File: config.mk
export PLATFORM = sky130hd
export DESIGN_NAME = uart_rx_flat
export DESIGN_NICKNAME = d
export VERILOG_FILES = /design/src/rtl/uart_pkg.sv /design/src/rtl/uart_rx_if.sv /design/src/rtl/uart_rx_sync_2ff.sv /design/src/rtl/uart_rx.sv /design/src/flat_wrapper.sv
export SDC_FILE = /design/constraint.sdc
export NUM_CORES = 1
export LEC_CHECK = 0
export ABC_CLOCK_PERIOD_IN_PS = 2800
export BUFFER_PORTS_ARGS = -buffer_cell sky130_fd_sc_hd__clkbuf_2
export CORE_ASPECT_RATIO = 0.75
export CORE_UTILIZATION = 38
export CTS_BUF_LIST = sky130_fd_sc_hd__clkbuf_4
export DETAILED_ROUTE_END_ITERATION = 10
export PLACE_DENSITY = 0.55
export SKIP_LAST_GASP = 1
export SYNTH_ARGS = -nofsm -noshare
export SYNTH_HDL_FRONTEND = slang
export SYNTH_SLANG_ARGS = --single-unit
File: constraint.sdc
create_clock -name clk_in -period 2.8 [get_ports clk_in]
set_input_delay 0.42 -clock clk_in [delete_from_list [all_inputs] [get_ports clk_in]]
set_output_delay 0.42 -clock clk_in [all_outputs]
set_load 0.02 [all_outputs]
File: src/rtl/uart_pkg.sv
// ---------------------------------------------------------------------------
// uart_pkg
// Shared types and constants for the UART receiver slice.
//   rx_state_t       : receiver FSM state encoding
//   DEFAULT_BAUD_DIV : clocks per bit at 100 MHz / 115200 baud
//   UART_DATA_BITS   : default payload width
//   even_parity()    : even-parity bit of a payload
// Optional feature macro: UART_RX_PARITY_EN adds the PARITY state.
// ---------------------------------------------------------------------------
package uart_pkg;

    localparam int DEFAULT_BAUD_DIV = 868;
    localparam int UART_DATA_BITS   = 8;

    typedef enum logic [2:0] {
        ST_IDLE   = 3'd0,
        ST_START  = 3'd1,
        ST_DATA   = 3'd2,
`ifdef UART_RX_PARITY_EN
        ST_PARITY = 3'd3,
`endif
        ST_STOP   = 3'd4,
        ST_BREAK  = 3'd5
    } rx_state_t;

    // Parity bit that makes the total number of ones even. Callers
    // zero-extend narrower payloads, which does not change the result.
    function automatic logic even_parity(input logic [31:0] data);
        return ^data;
    endfunction

endpackage

File: src/rtl/uart_rx_if.sv
// ---------------------------------------------------------------------------
// uart_rx_if
// Byte-side handshake bundle between the UART receiver and its consumer.
//   data_out       : received byte, valid while valid_out is high
//   valid_out      : byte available, held until accepted
//   ready_in       : consumer accepts data_out
//   frame_err_out  : one-cycle pulse, stop bit sampled low
//   overrun_out    : one-cycle pulse, completed byte dropped
//   busy_out       : receiver FSM not idle
//   parity_err_out : one-cycle pulse, parity mismatch (UART_RX_PARITY_EN only)
// Modports: master = receiver side, slave = consumer side.
// ---------------------------------------------------------------------------
interface uart_rx_if
    import uart_pkg::*;
#(
    parameter int DATA_BITS = UART_DATA_BITS
);

    logic [DATA_BITS-1:0] data_out;
    logic                 valid_out;
    logic                 ready_in;
    logic                 frame_err_out;
    logic                 overrun_out;
    logic                 busy_out;
`ifdef UART_RX_PARITY_EN
    logic                 parity_err_out;
`endif

    modport master (
        input  ready_in,
`ifdef UART_RX_PARITY_EN
        output parity_err_out,
`endif
        output data_out, valid_out, frame_err_out, overrun_out, busy_out
    );

    modport slave (
        output ready_in,
`ifdef UART_RX_PARITY_EN
        input  parity_err_out,
`endif
        input  data_out, valid_out, frame_err_out, overrun_out, busy_out
    );

endinterface

File: src/rtl/uart_rx_sync_2ff.sv
// ---------------------------------------------------------------------------
// sync_2ff
// Two-flop synchronizer for a single asynchronous input bit.
//   clk_in   : destination clock
//   rst_n_in : asynchronous active-low reset
//   d_in     : asynchronous input
//   q_out    : synchronized output, two cycles of latency
// RESET_VAL sets the value both flops take in reset.
// ---------------------------------------------------------------------------
module sync_2ff #(
    parameter logic RESET_VAL = 1'b1
) (
    input  logic clk_in,
    input  logic rst_n_in,
    input  logic d_in,
    output logic q_out
);

    logic meta_q;
    logic sync_q;

    // Two-stage capture of the asynchronous input.
    always_ff @(posedge clk_in or negedge rst_n_in) begin
        if (!rst_n_in) begin
            meta_q <= RESET_VAL;
            sync_q <= RESET_VAL;
        end else begin
            meta_q <= d_in;
            sync_q <= meta_q;
        end
    end

    assign q_out = sync_q;

endmodule

File: src/rtl/uart_rx.sv
// ---------------------------------------------------------------------------
// uart_rx
// Byte-oriented UART receiver with mid-bit sampling and valid/ready output.
//   clk_in   : system clock
//   rst_n_in : asynchronous active-low reset
//   rx_in    : raw serial line, idle high, asynchronous to clk_in
//   bus      : uart_rx_if.master (data/valid/ready, error pulses, busy)
// Parameters: BAUD_DIV clocks per bit (4..65535), DATA_BITS payload width.
// Optional feature macro: UART_RX_PARITY_EN (even parity bit + parity_err_out).
// ---------------------------------------------------------------------------
module uart_rx
    import uart_pkg::*;
#(
    parameter int BAUD_DIV  = DEFAULT_BAUD_DIV,
    parameter int DATA_BITS = UART_DATA_BITS
) (
    input  logic       clk_in,
    input  logic       rst_n_in,
    input  logic       rx_in,
    uart_rx_if.master  bus
);

    localparam int CNT_W = $clog2(BAUD_DIV);
    localparam int IDX_W = $clog2(DATA_BITS + 1);

    localparam logic [CNT_W-1:0] HALF_LAST = CNT_W'(BAUD_DIV / 2 - 1);
    localparam logic [CNT_W-1:0] BIT_LAST  = CNT_W'(BAUD_DIV - 1);
    localparam logic [IDX_W-1:0] IDX_LAST  = IDX_W'(DATA_BITS - 1);

    logic                 rx_s;
    logic                 half_hit_s;
    logic                 bit_hit_s;
    logic [CNT_W-1:0]     cnt_d;

    rx_state_t            state_q;
    logic [CNT_W-1:0]     cnt_q;
    logic [IDX_W-1:0]     idx_q;
    logic [DATA_BITS-1:0] shift_q;
    logic [DATA_BITS-1:0] data_q;
    logic                 valid_q;
    logic                 frame_err_q;
    logic                 overrun_q;
    logic                 busy_q;
`ifdef UART_RX_PARITY_EN
    logic                 parity_bad_q;
    logic                 parity_err_q;
`endif

    sync_2ff #(.RESET_VAL(1'b1)) u_rx_sync (
        .clk_in   (clk_in),
        .rst_n_in (rst_n_in),
        .d_in     (rx_in),
        .q_out    (rx_s)
    );

    // Sample-point strobes and bit-period counter next value. The counter
    // restarts at every sample point and is parked at zero while idle or in
    // BREAK, so each START begins a fresh half-bit count.
    always_comb begin
        half_hit_s = (cnt_q == HALF_LAST);
        bit_hit_s  = (cnt_q == BIT_LAST);
        cnt_d      = cnt_q + CNT_W'(1);
        case (state_q)
            ST_IDLE, ST_BREAK: cnt_d = '0;
            ST_START: begin
                if (half_hit_s) begin
                    cnt_d = '0;
                end else begin
                    cnt_d = cnt_q + CNT_W'(1);
                end
            end
            default: begin
                if (bit_hit_s) begin
                    cnt_d = '0;
                end else begin
                    cnt_d = cnt_q + CNT_W'(1);
                end
            end
        endcase
    end

    // Receiver FSM with registered byte output, handshake and error pulses.
    always_ff @(posedge clk_in or negedge rst_n_in) begin
        if (!rst_n_in) begin
            state_q      <= ST_IDLE;
            cnt_q        <= '0;
            idx_q        <= '0;
            shift_q      <= '0;
            data_q       <= '0;
            valid_q      <= 1'b0;
            frame_err_q  <= 1'b0;
            overrun_q    <= 1'b0;
            busy_q       <= 1'b0;
`ifdef UART_RX_PARITY_EN
            parity_bad_q <= 1'b0;
            parity_err_q <= 1'b0;
`endif
        end else begin
            cnt_q       <= cnt_d;
            frame_err_q <= 1'b0;
            overrun_q   <= 1'b0;
`ifdef UART_RX_PARITY_EN
            parity_err_q <= 1'b0;
`endif
            // A handshake drops valid; a byte loading below in the same
            // cycle overrides this.
            if (valid_q && bus.ready_in) begin
                valid_q <= 1'b0;
            end

            case (state_q)
                ST_IDLE: begin
                    if (!rx_s) begin
                        state_q <= ST_START;
                        busy_q  <= 1'b1;
                    end
                end
                ST_START: begin
                    if (half_hit_s) begin
                        if (rx_s) begin
                            state_q <= ST_IDLE;
                            busy_q  <= 1'b0;
                        end else begin
                            state_q <= ST_DATA;
                            idx_q   <= '0;
                        end
                    end
                end
                ST_DATA: begin
                    if (bit_hit_s) begin
                        // LSB arrives first, so shifting in at the MSB
                        // leaves the byte in natural order.
                        shift_q <= {rx_s, shift_q[DATA_BITS-1:1]};
                        idx_q   <= idx_q + IDX_W'(1);
                        if (idx_q == IDX_LAST) begin
`ifdef UART_RX_PARITY_EN
                            state_q <= ST_PARITY;
`else
                            state_q <= ST_STOP;
`endif
                        end
                    end
                end
`ifdef UART_RX_PARITY_EN
                ST_PARITY: begin
                    if (bit_hit_s) begin
                        parity_bad_q <= rx_s ^ even_parity(32'(shift_q));
                        state_q      <= ST_STOP;
                    end
                end
`endif
                ST_STOP: begin
                    if (bit_hit_s) begin
                        if (!rx_s) begin
                            frame_err_q <= 1'b1;
                            state_q     <= ST_BREAK;
                        end else begin
                            // Returning to IDLE mid-stop-bit lets the next
                            // start edge be caught with no idle gap.
                            state_q <= ST_IDLE;
                            busy_q  <= 1'b0;
`ifdef UART_RX_PARITY_EN
                            if (parity_bad_q) begin
                                parity_err_q <= 1'b1;
                            end else
`endif
                            if (!valid_q || bus.ready_in) begin
                                data_q  <= shift_q;
                                valid_q <= 1'b1;
                            end else begin
                                overrun_q <= 1'b1;
                            end
                        end
                    end
                end
                ST_BREAK: begin
                    // Wait for the line to recover before re-arming.
                    if (rx_s) begin
                        state_q <= ST_IDLE;
                        busy_q  <= 1'b0;
                    end
                end
                default: begin
                    state_q <= ST_IDLE;
                    busy_q  <= 1'b0;
                end
            endcase
        end
    end

    assign bus.data_out      = data_q;
    assign bus.valid_out     = valid_q;
    assign bus.frame_err_out = frame_err_q;
    assign bus.overrun_out   = overrun_q;
    assign bus.busy_out      = busy_q;
`ifdef UART_RX_PARITY_EN
    assign bus.parity_err_out = parity_err_q;
`endif

endmodule

File: src/flat_wrapper.sv
// flat-port wrapper written by rule: the top's interface ports become plain ports
module uart_rx_flat import uart_pkg::*;
#(
    parameter int BAUD_DIV  = DEFAULT_BAUD_DIV,
    parameter int DATA_BITS = UART_DATA_BITS
)
  (clk_in, rst_n_in, rx_in, bus_ready_in, bus_data_out, bus_valid_out, bus_frame_err_out, bus_overrun_out, bus_busy_out);
  uart_rx_if #(.DATA_BITS(DATA_BITS)) bus_i ();
  input  logic clk_in;
  input  logic rst_n_in;
  input  logic rx_in;
  input wire logic [$bits(bus_i.ready_in)-1:0] bus_ready_in;
  output wire logic [$bits(bus_i.data_out)-1:0] bus_data_out;
  output wire logic [$bits(bus_i.valid_out)-1:0] bus_valid_out;
  output wire logic [$bits(bus_i.frame_err_out)-1:0] bus_frame_err_out;
  output wire logic [$bits(bus_i.overrun_out)-1:0] bus_overrun_out;
  output wire logic [$bits(bus_i.busy_out)-1:0] bus_busy_out;
  assign bus_i.ready_in = bus_ready_in;
  assign bus_data_out = bus_i.data_out;
  assign bus_valid_out = bus_i.valid_out;
  assign bus_frame_err_out = bus_i.frame_err_out;
  assign bus_overrun_out = bus_i.overrun_out;
  assign bus_busy_out = bus_i.busy_out;
  uart_rx #(.BAUD_DIV(BAUD_DIV), .DATA_BITS(DATA_BITS)) u_core (.clk_in(clk_in), .rst_n_in(rst_n_in), .rx_in(rx_in), .bus(bus_i));
endmodule
# --- After elaboration in Yosys (flattened, before gate mapping) ---
# Index checks and enable logic that the tools add are counted.
# W data, S select, Z words.
classes:
  n_reduce_logical: 11
  muxes: 33
  n_addsub: 2
  bitwise_logic: 1
  eq_ne: 14
ops:
  columns: ["operator", "n"]
  rows:
  - ["$mux W3", 7]
  - ["$mux W10", 2]
  - ["$pmux W10 S2", 1]
  - ["$mux W1", 16]
  - ["$pmux W3 S5", 1]
  - ["$mux W4", 3]
  - ["$reduce_and A4 Y1", 3]
  - ["$add A10 B1 Y10 const B", 1]
  - ["$eq A10 B10 Y1 const B", 1]
  - ["$eq A10 B9 Y1 const B", 1]
  - ["$ne A2 B1 Y1 const B", 4]
  - ["$pmux W4 S2", 1]
  - ["$eq A3 B3 Y1 const B", 2]
  - ["$ne A2 B2 Y1 const B", 3]
  - ["$reduce_and A6 Y1", 1]
  - ["$pmux W1 S5", 1]
  - ["$add A4 B1 Y4 const B", 1]
  - ["$eq A4 B3 Y1 const B", 1]
  - ["$eq A3 B1 Y1 const B", 1]
  - ["$eq A3 B2 Y1 const B", 1]
  - ["$logic_not A3 Y1", 1]
  - ["$mux W2", 1]
  - ["$reduce_and A2 Y1", 1]
  - ["$reduce_bool A2 Y1", 1]
  - ["5 further kinds", 5]
word_totals:
  wordCells: 72
  register_bits: 39
  in_bits: 4

# --- Longest topological paths before layout ---
logic_depth:
  ltp_word: 6
  depth_mapped: 7

# --- Hierarchy ---
# From an unflattened synthesis, not the netlist that was laid out.
unflattened:
  cells_unflattened: 161
  area_unflattened_um2: 1848.0
modules_own_cells:
  columns: ["mod", "seq_area_each_um2", "area_per_inst_um2", "n_inst", "cells_per_inst"]
  rows:
  - ["uart_rx", 925.9, 1795.5, 1, 159]
  - ["sync_2ff", 52.6, 52.6, 1, 2]

# --- Worst setup path before layout ---
# OpenSTA, ideal clock, no wires.
synth_timing:
  path_type: "reg-to-reg"
  startpoint: "register u_core.cnt_q[0]"
  endpoint: "register u_core.data_q[0] (netlist: u_core.bus.data_out[0])"
  stages_incl_launch_ff: 6
  path_buffers: 0
  setup_time_ns: 0.125
  synth_period_minus_slack_ns: 1.947
  slack_ns: 0.853
  arrival_time_ns: 1.823
  cell_sequence: "dfrtp_1 -> ha_1 -> and4b_2 -> nand3_4 -> nor4b_4 -> mux2_2"
synth_via:
  elab_chain_cells: 2
synth_lines:
  columns: ["element", "line", "text"]
  rows:
  - ["from (decl)", "uart_rx.sv:36", "logic [CNT_W-1:0] cnt_q;"]
  - ["from (signal assigned)", "uart_rx.sv:99", "cnt_q <= cnt_d;"]
  - ["$eq A10 B10 Y1", "uart_rx.sv:61", "bit_hit_s = (cnt_q == BIT_LAST);"]
  - ["$reduce_and A4 Y1 (no line)", null, null]
  - ["to (signal assigned)", "uart_rx.sv:168", "data_q <= shift_q;"]
  - ["to (decl)", "uart_rx.sv:39", "logic [DATA_BITS-1:0] data_q;"]
# Every way passes these cells.
# A chain may end at the register's enable or synchronous reset.

# --- Worst setup path after layout ---
layout_timing:
  startpoint: "register u_core.cnt_q[1]"
  endpoint: "register u_core.state_q[1]"
layout_via:
  elab_chain_cells: 3
  word_cells_on_any_way: 6
  classes_between: "eq/ne: 5; reduce/logical: 1"
layout_lines:
  columns: ["element", "line", "text"]
  rows:
  - ["$eq A10 B10 Y1 / $eq A10 B9 Y1 (equally long branches)", "uart_rx.sv:61, uart_rx.sv:60", null]
  - ["$ne A2 B1 Y1 (no line)", null, null]
  - ["$reduce_and A6 Y1 (no line) *", null, null]
  - ["to (signal assigned)", "uart_rx.sv:85", "state_q <= ST_IDLE;"]
  - ["to (signal assigned)", "uart_rx.sv:114", "state_q <= ST_START;"]
  - ["to (signal assigned)", "uart_rx.sv:121", "state_q <= ST_IDLE;"]
  - ["to (decl)", "uart_rx.sv:35", "rx_state_t state_q;"]
# Mark *: on every way between the ends. The rest lies on a longest branch, timed or not.

==> run_results.csv <==
group,metric,value,unit
clock_tree,clk_latency,340,ps
worst_setup_path,crit_type,"reg -> reg",
cells_and_area,final_nets,191,
power_and_ir_drop,ir_worst_vdd,0.185,mV
detailed_routing,antenna_left,0,
detailed_routing,wl,3.56,mm
worst_setup_path,cp-end-kind,"register",
worst_setup_path,arrival,2480,ps
clock_tree,cts-buffers-inserted,5,
detailed_routing,drc,3,
logic_synthesis,synthCells,168,
detailed_routing,avgRoutedWirePerCell,14.7,µm
cells_and_area,diodes,0,
sta,rsz0062_at_grt,"no",
cells_and_area,postLayoutCoreUtil,0.455,
outcome,status,"finished with violations",
clock_tree,cts.clk_slew.worst_paths,110,ps
logic_synthesis,syn_nets,175,
power_and_ir_drop,leakagePower,0.967,nW
sta,finalHoldViolations,0,
sta,relSlewSlack,0.357,
sta,slew_violations,0,
detailed_routing,num_vias,1289,
logic_synthesis,synthFlopType,"dfrtp_1",
sta,setup_viol,0,
grt,grt_pass1_wl,6.10,mm
floorplan,die_area,5310,µm²
grt,grt_max_degree,40,
detailed_routing,drt-initial-drc-count,66,
worst_setup_path,cp-start-kind,"register",
grt,grt.total_usage,0.147,
placed_design,pre_cts_slack,584,ps
clock_tree,cts_hold_buf,0,
logic_synthesis,synthesis.area,1910,µm²
sta,fin_crit,2220,ps
sta,max_clock_freq,450,MHz
floorplan,initial_core_util,0.411,
floorplan,die_w,83.9,µm
worst_setup_path,worstPathMaxFanout,4,
cells_and_area,final_cell_mix,"dfrtp_1, nor2_1, mux2_2, clkbuf_2, inv_1",
flow_run,drv_cap,0,
clock_tree,cts_setup_buffers,0,
grt,overflow,0,
clock_tree,cts_sinks,39,
logic_synthesis,async_reset_ff_frac,1.00,
sta,fin_crit_sh,0.794,
cells_and_area,final_common_cell,"dfrtp_1",
logic_synthesis,yosysUniqueCellTypes,51,
clock_tree,cts-htree-levels,2,
clock_tree,cts-root-buf,"clkbuf_4",
worst_setup_path,cp_slowest_stage_delay,630,ps
detailed_routing,dr.pass1.iters,7,
placed_design,hpwlAfterDp,2.52,mm
worst_setup_path,cp_slowest_cell,"or4b_2",
worst_setup_path,crit_chain,"inv_1 > ha_1 > nor4bb_1 > nand3_1 > or4b_2 > mux2i_1",
min_path,hp-class,"in -> reg",
grt,antenna_found_initial,0,
sta,tightest_slew,964,ps
placed_design,port_buffers,15,
floorplan,ios,16,
cells_and_area,layout-drive-gt1-share,0.270,
clock_tree,cts_tree,"done",
logic_synthesis,synth_edf_count,0,
floorplan,num_rows,21,
floorplan,core_area,4650,µm²
worst_setup_path,cp.required,3060,ps
logic_synthesis,ys_ff_latch,39,
detailed_routing,via_per_inst,5.33,
cells_and_area,area_growth,10.8,%
sta,tns,0,ps
clock_tree,cts_resized,0,
outcome,violations,"DRC",
logic_synthesis,syn_area_per_cell,11.4,µm²
logic_synthesis,ys_seq_area_frac,0.512,
power_and_ir_drop,power.total,0.956,mW
clock_tree,clockBufferDepth,2,
floorplan,die_h,63.4,µm
power_and_ir_drop,power.density,452,nW/µm²
sta,clock_skew,14.2,ps
placed_design,gp_congestion,0.789,
grt,grt_pass1_vias,1250,
logic_synthesis,ys.warnings.count,0,
sta,setup_slack,578,ps
## state kept, by name, indices dropped and copies added (netlist names)
signal and cells:
u_core.bus.busy_out 1, u_core.bus.data_out 8, u_core.bus.frame_err_out 1, u_core.bus.overrun_out 1, u_core.bus.valid_out 1, u_core.cnt_q 10, u_core.idx_q 4, u_core.shift_q 8
u_core.state_q 3, u_core.u_rx_sync.meta_q 1, u_core.u_rx_sync.q_out 1
## stage by stage
| step | cells | area [µm²] | hold WS [ps] |
|---|---|---|---|
| global placement | 234 | 2040 | 346 |
| finish | 242 | 2120 | 156 |
| CTS | 242 | 2120 | 129 |
| global route | 242 | 2120 | 116 |
| floorplan | 168 | 1910 | 124 |
| detailed placement | 234 | 2040 | 348 |
## per-layer routing
| layer | wire length, µm | vias up | global-route usage |
|---|---|---|---|
| met5 | 0 | - | 0 |
| met4 | 18 | 0 | 0.0560 |
| met3 | 116 | 2 | 0.0393 |
| met2 | 1480 | 20 | 0.193 |
| met1 | 1940 | 631 | 0.228 |
| li1 | - | 636 | - |
## power by group
part	internal, mW	switching [mW]	total, mW
sequential	0.566	0.00277	0.569
clock	0.188	0.184	0.372
combinational	0.00275	0.0123	0.0151
total	0.757	0.199	0.956
## logic make-up (layout without fill, tap and decap cells)
| family | after synthesis | in the layout | share of synthesized area |
|---|---|---|---|
| adder cells (fa/ha/maj) | 3 | 3 | 0.0197 |
| AND/OR/NAND/NOR | 59 | 59 | 0.199 |
| AO/OA/AOI/OAI | 25 | 25 | 0.0970 |
| flip-flops | 39 | 39 | 0.512 |
| multiplexers | 17 | 17 | 0.0990 |
| XOR/XNOR | 9 | 9 | 0.0413 |
| buffers and inverters | 16 | 33 | 0.0321 |
## worst paths after layout
kind | start | end | slack (ps) | cells after the start
min in group asynchronous | rst_n_in | u_core.state_q[2] | 220 | 1
min | rx_in | u_core.u_rx_sync.meta_q | 160 | 1
min reg2reg | u_core.u_rx_sync.meta_q | u_core.u_rx_sync.q_out | 360 | 0
max | u_core.cnt_q[1] | u_core.state_q[1] | 580 | 6
max reg2reg | u_core.cnt_q[1] | u_core.state_q[1] | 580 | 6
max in group asynchronous | rst_n_in | u_core.idx_q[1] | 1990 | 1
## worst max-delay path, delay by kind of cell (launching register included)
kind	cells	cell delay (ps)
adders and majority gates	1	160
and+or+nand+nor	3	1340
buffers and inverters	1	80
muxes	1	160
DFF	1	430
## cell usage after synthesis, types with 2 or more instances
library cell / n / area (µm²)
inv_1: 9 / 33.8
xor2_1: 4 / 35.0
clkbuf_1: 6 / 22.5
dfstp_2: 2 / 52.6
ha_1: 3 / 37.5
nand4_1: 3 / 18.8
a21oi_1: 3 / 15.0
a31oi_1: 3 / 18.8
or3b_2: 2 / 17.5
nand3_1: 5 / 25.0
mux2_2: 15 / 169
nand2_1: 5 / 18.8
o41ai_1: 2 / 17.5
o22ai_1: 2 / 12.5
xnor2_1: 5 / 43.8
or3_1: 2 / 12.5
mux2i_1: 2 / 20.0
nor2_1: 15 / 56.3
nor4_1: 2 / 12.5
o21ai_0: 4 / 20.0
dfrtp_1: 37 / 926
nor3_1: 4 / 20.0
nand2b_1: 5 / 31.3
## layout make-up
class                      count  area (µm²)
tap                           57        71.3
inverter                       9        33.8
fill                         427        2530
multi-input combinational    113         870
sequential                    39         978
clock inverter                 3        42.5
timing repair buffer          16        82.6
clock buffer                   5        37.5
No activity file was read; power rests on OpenSTA's default activity.
